## src/rtl/memory_arbiter.sv

```systemverilog
// Two-port arbiter/sequencer in front of a single-port memory with a registered read port.
// Define MEM_ARB_ROUND_ROBIN_EN for round-robin arbitration; fixed priority (port 0) otherwise.
module memory_arbiter #(
   parameter int WORD_SIZE = 16,
   parameter int ADDR_SIZE = 16
) (
   input  logic                 clk,
   input  logic                 rst,
   input  logic                 p0_req,
   input  logic                 p0_we,
   input  logic [ADDR_SIZE-1:0] p0_addr,
   input  logic [WORD_SIZE-1:0] p0_wdata,
   output logic                 p0_ack,
   output logic [WORD_SIZE-1:0] p0_rdata,
   input  logic                 p1_req,
   input  logic                 p1_we,
   input  logic [ADDR_SIZE-1:0] p1_addr,
   input  logic [WORD_SIZE-1:0] p1_wdata,
   output logic                 p1_ack,
   output logic [WORD_SIZE-1:0] p1_rdata,
   output logic                 busy,
   output logic [ADDR_SIZE-1:0] mem_addr,
   output logic [WORD_SIZE-1:0] mem_data_in,
   output logic                 mem_we,
   output logic                 mem_oe,
   input  logic [WORD_SIZE-1:0] mem_data_out
);

   typedef enum logic [1:0] {
      IDLE  = 2'd0,
      ISSUE = 2'd1,
      DONE  = 2'd2
   } state_t;

   state_t               state_r, state_s;
   logic                 winner_r, winner_s;
   logic                 we_r, we_s;
   logic [ADDR_SIZE-1:0] addr_r, addr_s;
   logic [WORD_SIZE-1:0] wdata_r, wdata_s;
   logic                 mem_we_r, mem_we_s;
   logic                 mem_oe_r, mem_oe_s;
   logic                 any_req_s;
   logic                 pick_s;
   logic                 sel_we_s;
   logic [ADDR_SIZE-1:0] sel_addr_s;
   logic [WORD_SIZE-1:0] sel_wdata_s;
   logic                 done_s;
`ifdef MEM_ARB_ROUND_ROBIN_EN
   logic                 last_grant_r, last_grant_s;
`endif

   // Arbitration: pick the winning port (0 or 1) and mux its request fields
   always_comb begin
      any_req_s = p0_req | p1_req;
`ifdef MEM_ARB_ROUND_ROBIN_EN
      if (p0_req && p1_req) begin
         pick_s = ~last_grant_r;
      end else begin
         pick_s = p1_req;
      end
`else
      if (p0_req) begin
         pick_s = 1'b0;
      end else begin
         pick_s = p1_req;
      end
`endif
      if (pick_s) begin
         sel_we_s    = p1_we;
         sel_addr_s  = p1_addr;
         sel_wdata_s = p1_wdata;
      end else begin
         sel_we_s    = p0_we;
         sel_addr_s  = p0_addr;
         sel_wdata_s = p0_wdata;
      end
   end

   // Next-state logic; strobes are computed one cycle ahead so they leave a register in ISSUE
   always_comb begin
      state_s  = state_r;
      winner_s = winner_r;
      we_s     = we_r;
      addr_s   = addr_r;
      wdata_s  = wdata_r;
      mem_we_s = 1'b0;
      mem_oe_s = 1'b0;
`ifdef MEM_ARB_ROUND_ROBIN_EN
      last_grant_s = last_grant_r;
`endif
      case (state_r)
         IDLE: begin
            if (any_req_s) begin
               state_s  = ISSUE;
               winner_s = pick_s;
               we_s     = sel_we_s;
               addr_s   = sel_addr_s;
               wdata_s  = sel_wdata_s;
               mem_we_s = sel_we_s;
               mem_oe_s = ~sel_we_s;
`ifdef MEM_ARB_ROUND_ROBIN_EN
               last_grant_s = pick_s;
`endif
            end else begin
               state_s = IDLE;
            end
         end
         ISSUE:   state_s = DONE;
         DONE:    state_s = IDLE;
         default: state_s = IDLE;
      endcase
   end

   // State and latched-request registers
   always_ff @(posedge clk) begin
      if (rst) begin
         state_r  <= IDLE;
         winner_r <= 1'b0;
         we_r     <= 1'b0;
         addr_r   <= {ADDR_SIZE{1'b0}};
         wdata_r  <= {WORD_SIZE{1'b0}};
         mem_we_r <= 1'b0;
         mem_oe_r <= 1'b0;
`ifdef MEM_ARB_ROUND_ROBIN_EN
         last_grant_r <= 1'b1;
`endif
      end else begin
         state_r  <= state_s;
         winner_r <= winner_s;
         we_r     <= we_s;
         addr_r   <= addr_s;
         wdata_r  <= wdata_s;
         mem_we_r <= mem_we_s;
         mem_oe_r <= mem_oe_s;
`ifdef MEM_ARB_ROUND_ROBIN_EN
         last_grant_r <= last_grant_s;
`endif
      end
   end

   // Port responses; a reset in DONE suppresses the ack, and rdata is zero without an ack
   always_comb begin
      busy        = (state_r != IDLE);
      mem_addr    = addr_r;
      mem_data_in = wdata_r;
      mem_we      = mem_we_r;
      mem_oe      = mem_oe_r;
      done_s      = (state_r == DONE) & ~rst;
      p0_ack      = done_s & ~winner_r;
      p1_ack      = done_s & winner_r;
      if (p0_ack && !we_r) begin
         p0_rdata = mem_data_out;
      end else begin
         p0_rdata = {WORD_SIZE{1'b0}};
      end
      if (p1_ack && !we_r) begin
         p1_rdata = mem_data_out;
      end else begin
         p1_rdata = {WORD_SIZE{1'b0}};
      end
   end

endmodule
```

## config.mk

```make
export PLATFORM = sky130hd
export DESIGN_NAME = memory_arbiter
export DESIGN_NICKNAME = d
export VERILOG_FILES = /design/src/rtl/memory_arbiter.sv
export SDC_FILE = /design/constraint.sdc
export NUM_CORES = 1
export LEC_CHECK = 0
export BUFFER_PORTS_ARGS = -buffer_cell sky130_fd_sc_hd__buf_4
export CAP_MARGIN = 20
export CELL_PAD_IN_SITES_DETAIL_PLACEMENT = 1
export CELL_PAD_IN_SITES_GLOBAL_PLACEMENT = 1
export CORE_MARGIN = 2
export CORE_UTILIZATION = 25
export DETAILED_ROUTE_END_ITERATION = 6
export GPL_ROUTABILITY_DRIVEN = 0
export PLACE_DENSITY_LB_ADDON = 0.08
export SYNTH_ARGS = -nofsm -noshare
export SYNTH_HDL_FRONTEND = slang
export SYNTH_SLANG_ARGS = --single-unit
```

## constraint.sdc

```tcl
create_clock -name clk -period 2.85 [get_ports clk]
set_clock_uncertainty 0.05 [all_clocks]
set_input_delay 0.855 -clock clk [delete_from_list [all_inputs] [get_ports clk]]
set_output_delay 0.855 -clock clk [all_outputs]
set_load 0.01 [all_outputs]
```

==> results.json <==
{
  "status": "finished, final reports clean",
  "yosys_register_bits": 38,
  "cp_max_fo": 16,
  "grt_usage": 0.175,
  "peakVddDrop_mv": 0.169,
  "clock-root-buffer": "clkbuf_8",
  "crit_path_top_delay_cell": "or3b_4",
  "yosysUniqueCellTypes": 22,
  "antenna_cells": 0,
  "grt_start_max_net_pins": 39,
  "portBuffers": 154,
  "die_x_microns": 91.4,
  "start_util": 0.261,
  "clock_latency_ps": 290,
  "postRouteAntennaNets": 0,
  "syn_inst": 245,
  "grt_pass1_vias": 2351,
  "maxCapViolCount": 0,
  "fin_nets": 480,
  "hold_ws_ps": 421,
  "max_slew_margin": 0.537,
  "startpoint_type": "input port",
  "total_power_w": 0.00144,
  "fillers": 902,
  "p_leak_nw": 1.60,
  "cts_tree": "built",
  "finalCriticalPeriod_ps": 2820,
  "dpl.cell_count": 485,
  "syn-num-nets": 331,
  "hold_viol_final": 0,
  "drtIter0Drc": 51,
  "synth_top_area_cell": "dfxtp_1",
  "place_hpwl_mm": 5.44,
  "row_count": 31,
  "wire_per_inst_microns": 15.3,
  "netlist.area_leader.share": 0.398,
  "drv_slew": 0,
  "core_region_area_sq_um": 7330,
  "drive_gt1_frac": 0.484,
  "finalCritPeriodShare": 0.990,
  "routed_wl_mm": 7.55,
  "rsz0062_at_grt": "true",
  "cts_buffers": 5,
  "instances_no_fill": 494,
  "endpoint_kind": "output pin",
  "cp_num_buf_inv": 3,
  "fmax_mhz": 355,
  "critical_path.top_delay_family": "simple AND/OR/NAND/NOR gates",
  "arrival_ps": 1920,
  "via_count": 2340,
  "hp-class": "flop to flop",
  "yosys_warnings": 0,
  "cp.required_ps": 1950,
  "ys_seq_area_frac": 0.398,
  "critical_path.cell_chain": "buf_6 > or3b_4 > nor3_4 > buf_12 > and2_1 > buf_4",
  "cts_buffer_depth": 2,
  "first_pass_iters": 4,
  "ioPinCount": 155,
  "dieHeight_microns": 91.4,
  "cts_sinks": 38,
  "vias_per_cell": 4.74,
  "drc": 0,
  "fin_setup_tns_ps": 0,
  "powerDensity_nw_per_um2": 428,
  "ys_top_cells_by_area": "dfxtp_1 40%, a311oi_1 15%, nand2_1 13%",
  "path_clk_slew_ps": 70,
  "antenna_found_initial": 0,
  "setup_viol": 0,
  "area_growth_pct": 76.4,
  "grt_pass1_wl_mm": 11.9,
  "gr-total-overflow": 0,
  "critPathKind": "input port to output pin",
  "syn-mean-instance-area_sq_um": 7.80,
  "netlist_area_sq_um": 1910,
  "slowest_delay_ps": 400,
  "worst_pin_slew_ps": 694,
  "die-area_sq_um": 8360,
  "cts_max_level": 2
}
## registers in the layout (all words and copies together) (netlist names)
register     cells
winner_r         1
mem_data_in     16
mem_oe           1
we_r             1
mem_we           1
state_r          2
mem_addr        16
## report_power, final
group	internal (W)	switching, W
logic	0.000222	0.000199
registers	0.000590	0.0000338
clock network	0.000195	0.000202
## layout by cell type (no fill, tap or decap), drive strengths merged
master,netlist,layout
buf,18,165
nand2,66,66
dfxtp,38,38
a21oi,34,34
a311oi,32,32
and2,32,32
clkbuf,5,6
nor2,6,6
nor3,3,3
inv,2,2
nor3b,2,2
or3b,1,1
nand2b,1,1
nor2b,1,1
or2,1,1
o21ai,1,1
mux2i,1,1
a211oi,1,1
clkinv,0,1
clkinvlp,0,1
## metrics by stage
stage                     cell area [sq um]   util  setup WS (ps)
final                                  3370  0.460           29.5
after floorplan                        1910      -            186
after global routing                   3370  0.460          -33.4
after detailed placement               3200  0.436          -2.73
after global placement                 3200  0.436           28.9
after CTS                              3300  0.450          -1.60
## cell families (layout without fill, tap and decap cells)
group / Yosys count / count (layout) / synth area share
and+or+nand+nor: 113 / 113 / 0.292
AOI/OAI and AO/OA: 68 / 68 / 0.242
DFF: 38 / 38 / 0.398
buffers and inverters: 25 / 175 / 0.0622
muxes: 1 / 1 / 0.00524
## path summary, 6_finish.rpt
kind / start / end / slack (ps) / cells past startpoint
setup / recovery: rst / p0_rdata[13] / 30 / 6
hold / removal: state_r[1] / state_r[1] / 420 / 1
setup reg to reg: state_r[1] / mem_data_in[9] / 1060 / 5
hold reg to reg: state_r[1] / state_r[1] / 420 / 1
## synthesized netlist by cell type
| cell | instances |
|---|---|
| a21oi_1 | 34 |
| nor3_1 | 1 |
| nor3_4 | 2 |
| nor2b_1 | 1 |
| nand2_1 | 66 |
| dfxtp_1 | 38 |
| a311oi_1 | 32 |
| and2_1 | 32 |
| mux2i_1 | 1 |
| a211oi_1 | 1 |
| inv_1 | 2 |
| or2_2 | 1 |
| nor3b_1 | 2 |
| buf_2 | 14 |
| nand2b_1 | 1 |
| buf_4 | 2 |
| clkbuf_1 | 5 |
| buf_1 | 2 |
| nor2_1 | 4 |
| or3b_4 | 1 |
| nor2_2 | 2 |
| o21ai_0 | 1 |
## layer usage
layer  vias to the layer above  part of all wire  GRT usage
li1                       1154                 -          -
met1                      1090              0.42      0.211
met2                        88              0.50      0.297
met3                         8             0.072     0.0548
met4                         0             0.012     0.0530
met5                         -                 0          0
## final cells by class
type,count,area (sq um),share of cell area
Clock buffer,6,82.6,0.0245
Clock inverter,2,12.5,0.00371
Inverter,2,7.51,0.00223
Multi-Input combinational cell,182,1070,0.316
Sequential cell,38,761,0.226
Tap cell,99,124,0.0367
Timing Repair Buffer,165,1320,0.391
## repair_timing
action | in CTS | in global routing
hold buffers | 0 | 0
pin swaps | 0 | 7
setup endpoints to repair | 2 | 32
gates cloned | 0 | 0
setup buffers | 0 | 1
resized for setup | 1 | 21
(Power assumes the default switching activity.)
